## config.mk

```make
export PLATFORM = sky130hd
export DESIGN_NAME = exec_sched
export DESIGN_NICKNAME = d
export VERILOG_FILES = /design/src/rtl/exec_pkg.sv /design/src/rtl/rr_arb2.sv /design/src/rtl/exec_sched.sv
export SDC_FILE = /design/constraint.sdc
export NUM_CORES = 1
export LEC_CHECK = 0
export ABC_AREA = 1
export CORE_ASPECT_RATIO = 0.7
export CORE_MARGIN = 5
export CORE_UTILIZATION = 34
export DETAILED_ROUTE_END_ITERATION = 12
export GPL_TIMING_DRIVEN = 0
export PLACE_DENSITY = 0.77
export SYNTH_ARGS = -nofsm -noshare
export SYNTH_HDL_FRONTEND = slang
export SYNTH_SLANG_ARGS = --single-unit
export TNS_END_PERCENT = 30
```

## constraint.sdc

```tcl
create_clock -name clk -period 4.4 [get_ports clk]
set_clock_uncertainty 0.05 [all_clocks]
set_input_delay 1.32 -clock clk [delete_from_list [all_inputs] [get_ports clk]]
set_output_delay 1.32 -clock clk [all_outputs]
set_load 0.03 [all_outputs]
```

## src/rtl/exec_pkg.sv

```systemverilog
// Shared types and constants for the execute-unit scheduler and the execute ALU.
package exec_pkg;

    localparam int unsigned DEF_DATA_W = 32;
    localparam int unsigned DEF_OP_W   = 8;
    localparam int unsigned DEF_MAX_OP = 7;

    localparam logic [DEF_OP_W-1:0] OP_CLR  = 8'd0;
    localparam logic [DEF_OP_W-1:0] OP_ADD  = 8'd1;
    localparam logic [DEF_OP_W-1:0] OP_SUB  = 8'd2;
    localparam logic [DEF_OP_W-1:0] OP_MUL  = 8'd3;
    localparam logic [DEF_OP_W-1:0] OP_XOR  = 8'd4;
    localparam logic [DEF_OP_W-1:0] OP_AND  = 8'd5;
    localparam logic [DEF_OP_W-1:0] OP_LOR  = 8'd6;
    localparam logic [DEF_OP_W-1:0] OP_NAND = 8'd7;

    typedef enum logic [1:0] {
        IDLE,
        ISSUE,
        CAPTURE,
        RESP
    } state_t;

endpackage

```

## src/rtl/rr_arb2.sv

```systemverilog
// Two-way round-robin arbiter; the requester that did not win last time wins a tie.
module rr_arb2 (
    input  logic [1:0] valid,
    input  logic       last_grant,
    output logic [1:0] gnt,
    output logic       any_gnt
);

    always_comb begin
        gnt[0]  = valid[0] & (~valid[1] | last_grant);
        gnt[1]  = valid[1] & (~valid[0] | ~last_grant);
        any_gnt = |valid;
    end

endmodule

```

## src/rtl/exec_sched.sv

```systemverilog
// Shares one registered execute ALU between two requesters, one command in flight at a time.
module exec_sched
    import exec_pkg::*;
#(
    parameter int unsigned DATA_W = DEF_DATA_W,
    parameter int unsigned OP_W   = DEF_OP_W,
    parameter int unsigned MAX_OP = DEF_MAX_OP
) (
    input  logic              clk,
    input  logic              reset,
    input  logic              req0_valid,
    output logic              req0_ready,
    input  logic [OP_W-1:0]   req0_opcode,
    input  logic [DATA_W-1:0] req0_op1,
    input  logic [DATA_W-1:0] req0_op2,
    input  logic              req1_valid,
    output logic              req1_ready,
    input  logic [OP_W-1:0]   req1_opcode,
    input  logic [DATA_W-1:0] req1_op1,
    input  logic [DATA_W-1:0] req1_op2,
    output logic              rsp0_valid,
    input  logic              rsp0_ready,
    output logic [DATA_W-1:0] rsp0_result,
    output logic              rsp0_overflow,
    output logic              rsp0_error,
    output logic              rsp1_valid,
    input  logic              rsp1_ready,
    output logic [DATA_W-1:0] rsp1_result,
    output logic              rsp1_overflow,
    output logic              rsp1_error,
    output logic              ex_enable,
    output logic [OP_W-1:0]   ex_opcode,
    output logic [DATA_W-1:0] ex_operand1,
    output logic [DATA_W-1:0] ex_operand2,
    input  logic [DATA_W-1:0] ex_result,
    input  logic              ex_overflow,
    input  logic              ex_done
);

    localparam logic [OP_W-1:0] MAX_OP_V = OP_W'(MAX_OP);

    state_t            state_q, state_d;
    logic              last_grant_q;
    logic              gnt_idx_q;
    logic [1:0]        gnt;
    logic              any_gnt;
    logic [1:0]        req_ready;
    logic [1:0]        rsp_valid;
    logic [1:0]        rsp_ready;
    logic              accept;
    logic              rsp_done;
    logic [OP_W-1:0]   sel_opcode;
    logic [DATA_W-1:0] sel_op1;
    logic [DATA_W-1:0] sel_op2;
    logic              sel_legal;
    logic [DATA_W-1:0] rsp_result_q;
    logic              rsp_overflow_q;
    logic              rsp_error_q;

    rr_arb2 u_arb (
        .valid      ({req1_valid, req0_valid}),
        .last_grant (last_grant_q),
        .gnt        (gnt),
        .any_gnt    (any_gnt)
    );

    assign sel_opcode = gnt[1] ? req1_opcode : req0_opcode;
    assign sel_op1    = gnt[1] ? req1_op1    : req0_op1;
    assign sel_op2    = gnt[1] ? req1_op2    : req0_op2;
    assign sel_legal  = (sel_opcode != '0) && (sel_opcode <= MAX_OP_V);
    assign rsp_ready  = {rsp1_ready, rsp0_ready};

    always_ff @(posedge clk or posedge reset) begin
        if (reset) begin
            state_q <= IDLE;
        end else begin
            state_q <= state_d;
        end
    end

    // Ready is gated by reset so nothing reads as accepted while reset is held.
    always_comb begin
        state_d   = state_q;
        req_ready = '0;
        rsp_valid = '0;
        accept    = 1'b0;
        rsp_done  = 1'b0;
        case (state_q)
            IDLE: begin
                if (any_gnt && !reset) begin
                    req_ready = gnt;
                    accept    = 1'b1;
                    state_d   = sel_legal ? ISSUE : RESP;
                end
            end
            ISSUE:   state_d = CAPTURE;
            CAPTURE: state_d = RESP;
            RESP: begin
                rsp_valid[gnt_idx_q] = 1'b1;
                if (rsp_ready[gnt_idx_q]) begin
                    rsp_done = 1'b1;
                    state_d  = IDLE;
                end
            end
            default: state_d = IDLE;
        endcase
    end

    // The ex_* registers double as the latched command; illegal opcodes leave them untouched.
    always_ff @(posedge clk or posedge reset) begin
        if (reset) begin
            last_grant_q   <= 1'b1;
            gnt_idx_q      <= 1'b0;
            ex_enable      <= 1'b0;
            ex_opcode      <= '0;
            ex_operand1    <= '0;
            ex_operand2    <= '0;
            rsp_result_q   <= '0;
            rsp_overflow_q <= 1'b0;
            rsp_error_q    <= 1'b0;
        end else begin
            ex_enable <= accept && sel_legal;
            if (accept) begin
                gnt_idx_q <= gnt[1];
                if (sel_legal) begin
                    ex_opcode   <= sel_opcode;
                    ex_operand1 <= sel_op1;
                    ex_operand2 <= sel_op2;
                end else begin
                    rsp_result_q   <= '0;
                    rsp_overflow_q <= 1'b0;
                    rsp_error_q    <= 1'b1;
                end
            end
            if (state_q == CAPTURE) begin
                rsp_result_q   <= ex_result;
                rsp_overflow_q <= ex_overflow;
                rsp_error_q    <= ~ex_done;
            end
            if (rsp_done) begin
                last_grant_q <= gnt_idx_q;
            end
        end
    end

    assign req0_ready    = req_ready[0];
    assign req1_ready    = req_ready[1];
    assign rsp0_valid    = rsp_valid[0];
    assign rsp1_valid    = rsp_valid[1];
    assign rsp0_result   = rsp_result_q;
    assign rsp1_result   = rsp_result_q;
    assign rsp0_overflow = rsp_overflow_q;
    assign rsp1_overflow = rsp_overflow_q;
    assign rsp0_error    = rsp_error_q;
    assign rsp1_error    = rsp_error_q;

endmodule

```

==> out/qor.yml <==
antenna_found_initial: 0
worstMarginPinSlew_ps: 546
clk_latency_ps: 340
slowest_delay_ps: 540
drt_iter0_markers: 159
fin_nets: 1088
clkSinkCount: 111
core_um2: 15500
post_layout_nonfiller_instances: 1105
via_per_inst: 4.49
cts_root_buffer: "clkbuf_16"
clk_pin_slew_ps: 70
synth_seq_cells: 111
drt_first_pass_iters: 4
hold_slack_ps: 428
avgRoutedWirePerCell_um: 16.4
dpl.hpwl_um: 14800
grt_max_degree: 57
hold_buffers: 0
path_cells: "clkdlybuf4s50_1 -> nand2_2 -> nand2_2 -> buf_6 -> nor2_1 -> dlygate4sd2_1"
synthAdderAreaFrac: 0.00929
finalCriticalPeriod_ps: 4240
die_area_um2: 18500
ios: 329
power.leakage_nw: 4.41
timing.final.setup_violations: 0
netlist_area_um2: 5390
cts_tree: "built"
dieWidth_um: 160
endpoint_kind: "output pin"
rows: 38
critPathKind: "input pin to output pin"
crit_fanout: 28
yosys.area_share.simple: 0.164
final-hold-violation-count: 0
gp_congestion: 0.792
avgSynthCellArea_um2: 9.57
start_kind: "input pin"
fin_total_pwr_w: 0.00504
grt_pass1_wl_um: 28200
synth_top_family_by_area: "simple AND/OR/NAND/NOR gates"
vdd_drop_max_mv: 0.397
drive_gt1_frac: 0.119
grt_usage: 0.191
synthMuxAreaShare: 0.119
postRouteAntennaNets: 0
drc: 0
port_buffers: 327
maxSlewViolCount: 0
maxSlewHeadroom: 0.636
rsz0062_at_grt: "false"
place_area_um2: 8940
ys_seq_area_frac: 0.516
worst_slack_ps: 155
synthToLayoutAreaGrowth_pct: 71.3
overflow: 0
yosysWarnings: 0
die_h_um: 115
start_util: 0.347
run_status: "finished clean"
cts_setup_buffers: 0
grt_pass1_vias: 5103
p_per_area_nw_per_um2: 547
final_cell_area_um2: 9220
fmax_mhz: 236
crit_path_frequent_cell: "nand2_2"
clk_path_buf_depth: 2
synth_xor_area_frac: 0
syn-num-nets: 751
synth.distinct_cells: 22
synth_compound_area_frac: 0.0878
antenna-diode-count: 0
cts_htree_levels: 3
critPathSlowestCell: "clkdlybuf4s50_1"
hp-class: "register to register"
cts_buffers: 9
drt_wl_total_um: 18200
syn_inst: 563
dpl.cell_count: 1091
vias: 4956
final.period_utilization: 0.965
cp.required_ps: 3030
cp.arrival_ps: 2870
dp_slack_ps: -668
drv_cap: 0
==> area by class of cell <==
cell class | instances | area (um^2)
buffer | 63 | 465
clock buffer | 9 | 225
clock inverter | 7 | 76.3
fill | 1386 | 6280
inverter | 21 | 83.8
multi-input combinational | 366 | 2050
sequential | 111 | 2780
tap | 200 | 250
timing repair buffer | 328 | 3290
==> cell families (layout without fill, tap and decap cells) <==
logic type      count (synthesis)  count (layout)
fa+ha+maj                       4               4
compound gates                 73              73
simple gates                  225             225
flops                         111             111
buf+inv                        86             428
mux                            64              64
==> per-layer routing <==
metal  track usage  part of all wire
met4        0.0441             0.016
met3        0.0717             0.089
met1         0.239              0.42
met5             0                 0
met2         0.319              0.48
==> where the power goes <==
part	internal, W	switching [W]	total (W)
logic	0.00122	0.00152	0.00274
registers	0.00129	0.000183	0.00147
clock network	0.000449	0.000386	0.000835
==> cells in the final DEF (no fill, tap or decap), drive strengths merged <==
cell type	netlist	final
dfrtp	110	110
o21bai	1	1
nand3b	4	4
dlygate4sd2	0	1
nand2	202	202
inv	21	24
clkdlybuf4s50	0	325
nand3	8	8
bufinv	0	1
buf	57	56
nor2	10	10
a21oi	1	1
o21ai	71	71
ha	4	4
mux2i	64	64
clkbuf	8	18
clkinv	0	2
dfstp	1	1
nor3	1	1
clkinvlp	0	1
==> through the flow <==
step / utilization / TNS, ps
floorplan: - / 0
global placement: 0.575 / -191380
detailed placement: 0.577 / -1170
CTS: 0.595 / 0
global route: 0.595 / 0
finish: 0.595 / 0
==> registers in the layout, indices dropped and copies added, names as in the netlist <==
| register | flops |
|---|---|
| ex_operand1 | 32 |
| gnt_idx_q | 1 |
| last_grant_q | 1 |
| ex_opcode | 8 |
| ex_enable | 1 |
| rsp0_error | 1 |
| ex_operand2 | 32 |
| state_q | 2 |
| rsp0_overflow | 1 |
| rsp0_result | 32 |
==> cell usage after synthesis <==
library cell / instances / area share
o21ai_2: 28 / 0.046
buf_2: 10 / 0.0093
o21ai_1: 40 / 0.037
nor2_1: 9 / 0.0063
a21oi_1: 1 / 0.00093
dfstp_2: 1 / 0.0049
nand3b_1: 4 / 0.0056
o21ai_0: 3 / 0.0028
clkbuf_1: 8 / 0.0056
buf_4: 35 / 0.049
nor3_1: 1 / 0.00093
nand2_2: 3 / 0.0035
nand3_2: 1 / 0.0019
o21bai_1: 1 / 0.0014
buf_6: 12 / 0.025
mux2i_1: 64 / 0.12
nand2_1: 199 / 0.14
nor2_2: 1 / 0.0012
dfrtp_1: 110 / 0.51
inv_1: 21 / 0.015
nand3_1: 7 / 0.0065
ha_1: 4 / 0.0093
==> timing repair <==
action | 4_1_cts | 5_1_grt
endpoints found under the setup margin | 2 | 1
cloned | 0 | 0
gates resized for setup | 2 | 2
pin swaps | 0 | 0
==> critical path, delay by kind of cell <==
kind	cells	cell delay (ps)
buf+inv	3	1190
simple gates	3	350
==> worst paths after layout <==
kind	startpoint	endpoint	slack, ps	cells past startpoint
min	ex_opcode[6]	ex_opcode[6]	430	2
min in group asynchronous	reset	ex_opcode[7]	1400	2
min reg2reg	ex_opcode[6]	ex_opcode[6]	430	2
max reg2reg	last_grant_q	ex_operand2[17]	1970	9
max	req0_valid	req1_ready	160	6
max in group asynchronous	reset	ex_operand1[28]	2250	3
Note: power is estimated with default switching activity, not from simulation.
